<file path="config.mk">
export PLATFORM = sky130hd
export DESIGN_NAME = green_bullet_ctrl
export DESIGN_NICKNAME = d
export VERILOG_FILES = /design/src/rtl/green_bullet_ctrl.sv
export SDC_FILE = /design/constraint.sdc
export NUM_CORES = 1
export LEC_CHECK = 0
export BUFFER_PORTS_ARGS = -buffer_cell sky130_fd_sc_hd__buf_2
export CAP_MARGIN = 15
export CORE_MARGIN = 2
export CORE_UTILIZATION = 54
export CTS_CLUSTER_SIZE = 25
export DETAILED_ROUTE_END_ITERATION = 7
export PLACE_DENSITY_LB_ADDON = 0.15
export SYNTH_ARGS = -nofsm -noshare
export SYNTH_HDL_FRONTEND = slang
export SYNTH_SLANG_ARGS = --single-unit
</file>
<file path="constraint.sdc">
create_clock -name clk -period 10.1 [get_ports clk]
set_input_delay 1.515 -clock clk [delete_from_list [all_inputs] [get_ports clk]]
set_output_delay 1.515 -clock clk [all_outputs]
set_load 0.02 [all_outputs]
</file>
<file path="src/rtl/green_bullet_ctrl.sv">
// green_bullet_ctrl: spawns, advances and resolves the green tank's single bullet
module green_bullet_ctrl #(
  parameter int TANK_SIZE   = 32,
  parameter int BULLET_SIZE = 4,
  parameter int STEP_CNT    = 250000,
  parameter int STEP_PX     = 2,
  parameter int X_MAX       = 639,
  parameter int Y_MAX       = 479
) (
  input  logic       clk,
  input  logic       reset,
  input  logic       run,
  input  logic       fire,
  input  logic [1:0] bullet_orient,
  input  logic [9:0] x_tank,
  input  logic [8:0] y_tank,
  input  logic [9:0] x_target,
  input  logic [8:0] y_target,
  output logic       green_bullet_act,
  output logic [9:0] x_bullet,
  output logic [8:0] y_bullet,
  output logic       hit,
  output logic       miss
);
  localparam int CW = STEP_CNT > 1 ? $clog2(STEP_CNT) : 1;
  localparam logic [10:0] C  = 11'((TANK_SIZE - BULLET_SIZE) / 2);
  localparam logic [10:0] TS = 11'(TANK_SIZE);
  localparam logic [10:0] BS = 11'(BULLET_SIZE);
  localparam logic [10:0] SP = 11'(STEP_PX);
  // Highest legal top-left coordinate; 11-bit underflow wraps far above these
  localparam logic [10:0] XL = 11'(X_MAX - BULLET_SIZE + 1);
  localparam logic [10:0] YL = 11'(Y_MAX - BULLET_SIZE + 1);
  typedef enum logic {IDLE, FLY} state_t;
  state_t state;
  logic [1:0] orient;
  logic [CW-1:0] cnt;
  logic [10:0] xt, yt, xb, yb, xg, yg, sx, sy, nx, ny;
  logic overlap;
  assign xt = {1'b0, x_tank};
  assign yt = {2'b0, y_tank};
  assign xb = {1'b0, x_bullet};
  assign yb = {2'b0, y_bullet};
  assign xg = {1'b0, x_target};
  assign yg = {2'b0, y_target};
  assign green_bullet_act = state == FLY;
  always_comb begin
    sx = bullet_orient[1] ? (bullet_orient[0] ? xt + TS : xt - BS) : xt + C;
    sy = bullet_orient[1] ? yt + C : (bullet_orient[0] ? yt + TS : yt - BS);
    nx = orient[1] ? (orient[0] ? xb + SP : xb - SP) : xb;
    ny = orient[1] ? yb : (orient[0] ? yb + SP : yb - SP);
    overlap = xb <= xg + TS - 11'd1 && xb + BS - 11'd1 >= xg &&
              yb <= yg + TS - 11'd1 && yb + BS - 11'd1 >= yg;
  end
  always_ff @(posedge clk) begin
    if (reset) begin
      state    <= IDLE;
      orient   <= 2'b00;
      cnt      <= '0;
      x_bullet <= '0;
      y_bullet <= '0;
      hit      <= 1'b0;
      miss     <= 1'b0;
    end else begin
      hit  <= 1'b0;
      miss <= 1'b0;
      if (run && state == IDLE && fire) begin
        orient <= bullet_orient;
        if (sx <= XL && sy <= YL) begin
          state    <= FLY;
          x_bullet <= sx[9:0];
          y_bullet <= sy[8:0];
          cnt      <= '0;
        end else
          miss <= 1'b1;
      end else if (run && state == FLY) begin
        if (overlap) begin
          state <= IDLE;
          hit   <= 1'b1;
        end else if (cnt == CW'(STEP_CNT - 1)) begin
          cnt <= '0;
          if (nx <= XL && ny <= YL) begin
            x_bullet <= nx[9:0];
            y_bullet <= ny[8:0];
          end else begin
            state <= IDLE;
            miss  <= 1'b1;
          end
        end else
          cnt <= cnt + CW'(1);
      end
    end
  end
endmodule
</file>
# ---- Word level (Yosys, flattened, before mapping)
# Index checks and enable logic that the tools add are counted.
dict set report classes {
  n_addsub 19
  n_lt_le_gt_ge 8
  eq_ne 4
  n_mux 38
  n_bitwise 2
  n_reduce_logical 16
}
# op n
set op_table {}
lappend op_table {{$mux 18} 5}
lappend op_table {{$mux 11} 8}
lappend op_table {{$mux 10} 6}
lappend op_table {{$mux 9} 6}
lappend op_table {{$add 10x6->11 const B} 2}
lappend op_table {{$le 11x10->1 const B} 2}
lappend op_table {{$le 11x9->1 const B} 2}
lappend op_table {{$sub 10x1->11 const B} 2}
lappend op_table {{$sub 11x1->11 const B} 2}
lappend op_table {{$add 9x6->10 const B} 2}
lappend op_table {{$add 18x1->18 const B} 1}
lappend op_table {{$eq 18x18->1 const B} 1}
lappend op_table {{$mux 1} 13}
lappend op_table {{$add 10x2->11 const B} 1}
lappend op_table {{$add 10x3->11 const B} 1}
lappend op_table {{$add 10x4->11 const B} 1}
lappend op_table {{$ge 11x10->1} 1}
lappend op_table {{$ge 11x9->1} 1}
lappend op_table {{$le 10x11->1} 1}
lappend op_table {{$le 9x11->1} 1}
lappend op_table {{$sub 10x2->11 const B} 1}
lappend op_table {{$sub 10x3->11 const B} 1}
lappend op_table {{$add 9x2->10 const B} 1}
lappend op_table {{$add 9x3->10 const B} 1}
lappend op_table {{other kinds (13)} 24}
dict set report word_totals {
  ff_bits 42
  in_bits 44
  out_inout_bits 22
  wordCells 94
}

# ---- Longest topological paths before layout
dict set report depth {
  depth_word 10
  depth_mapped 17
  mapped_depth_nobuf 16
}

# ---- Worst setup path after synthesis
# No wires, ideal clock.
dict set report synth_path {
  path_type {input-to-reg}
  start {input x_target[0]}
  end {register cnt[0]}
  setup_time_ps 65
  arrival_time_ps 4691
  t_required_ps 10035
  setup_slack_ps 5344
  stages 17
  path_buffers 2
  path_cell_list {inv_1 ha_1 nand3_1 o21ai_0 nor3_1 xnor2_1 ha_1 a21o_1 a21oi_1 or3b_2 o221ai_1 a21oi_1 o21a_1 or3_1 clkbuf_1 clkbuf_1 nor2_1}
}
dict set report synth_between {
  elab_chain_len 8
  elab_cells_between_ends 9
  classes_between {add/sub (2); order compare (2); eq/ne (1); reduce/logical (4)}
}
# item line_no
set synth_lines {}
lappend synth_lines {{from (decl)} 17} ;# input logic [9:0] x_target,
lappend synth_lines {{$add 10x6->11} 51} ;# overlap = xb <= xg + TS - 11'd1 && xb + BS - 11'd1 >= xg &&
lappend synth_lines {{$sub 11x1->11} 51}
lappend synth_lines {{$le 10x11->1} 51}
lappend synth_lines {{$logic_and 1x1->1 (*) (2 in series)} 51}
lappend synth_lines {{$logic_and 1x1->1 (*)} 52} ;# yb <= yg + TS - 11'd1 && yb + BS - 11'd1 >= yg;
lappend synth_lines {{$ne 2x1->1 (no source line) (*)} --}
lappend synth_lines {{$reduce_and 3->1 (no source line) (*)} --}
lappend synth_lines {{to (signal assigned)} 89} ;# cnt <= cnt + CW'(1);
lappend synth_lines {{to (decl)} 36} ;# logic [CW-1:0] cnt;
# Mark *: on every way between the ends. The rest lies on a longest branch, timed or not.
# A chain may end at the register's enable or synchronous reset.

# ---- Final worst setup path
dict set report layout_path {
  start {input x_target[0]}
  end {register y_bullet[1]}
}
dict set report layout_between {
  elab_chain_len 8
  elab_cells_between_ends 9
  classes_between {add/sub (2); order compare (2); eq/ne (1); reduce/logical (4)}
}
# item line_no
set layout_lines {}
lappend layout_lines {{$add 10x6->11} 51}
lappend layout_lines {{$sub 11x1->11} 51}
lappend layout_lines {{$le 10x11->1} 51}
lappend layout_lines {{$logic_and 1x1->1 (*) (2 in series)} 51}
lappend layout_lines {{$logic_and 1x1->1 (*)} 52}
lappend layout_lines {{$ne 2x1->1 (no source line) (*)} --}
lappend layout_lines {{$reduce_and 5->1 (no source line) (*)} --}
lappend layout_lines {{to (signal assigned)} 71} ;# y_bullet <= sy[8:0];
lappend layout_lines {{to (signal assigned)} 83} ;# y_bullet <= ny[8:0];
lappend layout_lines {{to (decl)} 21} ;# output logic [8:0] y_bullet,
# Marked as above.

==> results.yml <==
worst_setup_path:
  criticalPathCategory: "input pin to flip-flop"
  cp.arrival_ns: 5.58
  crit_chain: "buf_2 -> inv_1 -> ha_1 -> nand3_1 -> o21ai_0 -> nor3_1 -> xnor2_1 -> ha_1 -> a21o_1 -> a21oi_1 -> or3b_2 -> o221ai_1 -> a21oi_1 -> nor2_1 -> o21ai_0 -> o21a_1 -> o32ai_1"
  r2r_slack_ns: 5.73
  worstPathRequired_ns: 10.31
  r2r_start: "x_bullet[1]"
  worst_path_dominant_cell_family: "compound AO/OA/AOI/OAI gates"
  max_stage_delay_ns: 0.61
  crit_path_end_kind: "flip-flop"
  worst_setup_path_start_kind: "input pin"
  cp_max_fo: 12
  reg2reg_depth: 14
  crit_path_top_delay_cell: "nor2_1"
  path_buf_inv: 2
  r2r-end: "y_bullet[8]"
timing:
  grt_setup_unrepaired: "false"
  maxSlewViolCount: 0
  worstMarginPinSlew_ns: 0.778
  hold_viol: 0
  setup_slack_ns: 4.73
  hold-worst-slack_ns: 0.497
  finalCriticalPeriod_ns: 5.37
  slew_headroom_pct: 47.7
  skew_ns: 0.00836
  setup_viol: 0
  tns_ns: 0
  fin_crit_sh_pct: 53.2
  fmax_ghz: 0.186
min_path:
  hold_end: "cnt[1]"
  hp-start: "cnt[1]"
  hold_class: "flip-flop to flip-flop"
  holdPathStages: 2
die:
  die_w_um: 104
  fp-row-count: 36
  die-area_um2: 10800
  ios: 66
  fp.dieH_um: 104
  core_um2: 9730
  initial_utilization_pct: 55.5
logic_synthesis:
  ys_types: 83
  synth_edf_count: 0
  ys_seq_area_share_pct: 15.6
  synth_flop_cell: "dfxtp_1"
  synth_top_area_share_pct: 15.6
  ys_async_sr_fraction_pct: 0
  synth_most_common_cell: "nand2_1"
  synthTopCellsByArea: "dfxtp_1 (16%), ha_1 (15%), xnor2_1 (8.4%)"
  synth_cells: 719
  synthesis.area_um2: 5400
  synth_nets: 827
  synth_seq_cells: 42
  synth_area_leader_cell: "dfxtp_1"
  syn_avg_cell_area_um2: 7.51
  yosys_warnings: 0
  synth_commonest_cells: "nand2_1 (75), ha_1 (63), nor2_1 (58)"
placement:
  gp_congestion: 0.880
  dpl.hpwl_mm: 11.1
  dp_cells: 886
  io_buffers: 65
  place_ws_ns: 4.46
  placed_cell_area_um2: 5670
drt:
  wl_mm: 14.1
  viasPerCell: 6.02
  wl_per_cell_um: 15.7
  drcViolationCount: 0
  first_pass_iters: 5
  ant_nets: 0
  vias: 5380
  drt_iter0_drc: 423
clocking:
  ctsHoldBuffers: 0
  post_cts_resized: 0
  numCtsBuffers: 5
  htreeDepth: 2
  path_clk_slew_ns: 0.08
  clock_latency_ns: 0.30
  cts_root_buf: "clkbuf_8"
  cts_buffer_depth: 2
  cts.sinks: 42
  cts_tree: "yes"
  cts_setup_buffers: 0
finish:
  final_cell_count_no_fill: 893
  diodes: 0
  syn2layout_area_growth_pct: 7.16
  fin_util_pct: 59.4
  finalNetCount: 868
  fin_area_um2: 5780
  drive_gt1_share_pct: 12.9
grt:
  grt_pass1_vias: 5114
  grtUsageTotal_pct: 25.6
  grt.overflow.total: 0
  grt_pass1_wl_mm: 23.8
  antenna_found_initial: 0
  grt_max_degree: 34
job:
  drv_cap: 0
power_and_ir_drop:
  finalPower_mw: 0.615
  power_density_nw_per_um2: 106
  peakVddDrop_mv: 0.0865
  leakagePower_nw: 2.51
outcome:
  status: "completed"
how the worst max path moves through the flow:
stage	end	start	slack (ns)	cells past startpoint
finish	y_bullet[1]	x_target[0]	4.73	17
global route	y_bullet[1]	x_target[0]	4.33	17
CTS	y_bullet[1]	x_target[0]	4.76	17
floorplan	cnt[0]	x_target[0]	5.34	17
global placement	y_bullet[1]	x_target[0]	4.53	17
detailed placement	y_bullet[1]	x_target[0]	4.46	17
sequential cells by signal (all words and copies together) (netlist names):
name and cells:
cnt 18, orient 2, miss 1, y_bullet 9
x_bullet 10, hit 1, green_bullet_act 1
layer usage:
layer  up-vias  GRT usage (%)  part of all wire (%)
met2       151           44.1                    47
met1      2517           34.4                    48
li1       2697              -                     -
met4         0           4.92                  0.95
met5         -              0                     0
met3        15           3.13                   4.8
cells by family (layout without fill, tap and decap cells):
logic type      Yosys count  in the layout  synth area share (%)
fa+ha+maj                64             64                  15.0
simple gates            269            269                  24.8
compound gates          179            179                  23.3
buf+inv                  83            124                  7.72
mux                      14             14                  2.62
xor+xnor                 68             68                  11.0
flops                    42             42                  15.6
placed cells by master, fill, tap and decap left out, drive strengths merged, types with 6 or more instances in the layout:
| cell | netlist | routed |
|---|---|---|
| clkbuf | 24 | 6 |
| a32o | 7 | 7 |
| buf | 8 | 66 |
| nor2 | 58 | 58 |
| o211ai | 6 | 6 |
| dfxtp | 42 | 42 |
| a31oi | 7 | 7 |
| nor2b | 7 | 7 |
| inv | 50 | 50 |
| nand2b | 9 | 9 |
| nand3 | 28 | 28 |
| mux2i | 13 | 13 |
| xnor2 | 52 | 52 |
| nor4 | 6 | 6 |
| nand2 | 75 | 75 |
| nand4 | 17 | 17 |
| ha | 63 | 63 |
| nand3b | 6 | 6 |
| and3 | 7 | 7 |
| or3 | 7 | 7 |
| xor2 | 16 | 16 |
| o21ai | 36 | 36 |
| a21o | 8 | 8 |
| a21oi | 43 | 43 |
| nor3 | 24 | 24 |
| a211oi | 11 | 11 |
power breakdown:
group	switching, mW	internal [mW]
clock network	0.0577	0.0791
registers	0.0231	0.173
logic	0.165	0.117
area by class of cell:
class / count / area [um2]
Clock buffer: 6 / 82.6
Inverter: 51 / 191
Multi-Input combinational cell: 594 / 4140
Sequential cell: 42 / 841
Clock inverter: 1 / 30.0
Fill cell: 960 / 3950
Tap cell: 133 / 166
Timing Repair Buffer: 66 / 333
tightest hold or removal path, cell delays in order (launching register included):
cell	delay, ns
dfxtp_1	0.33
nand2_1	0.06
a21oi_1	0.06
Power figures use the tool's default switching activity.
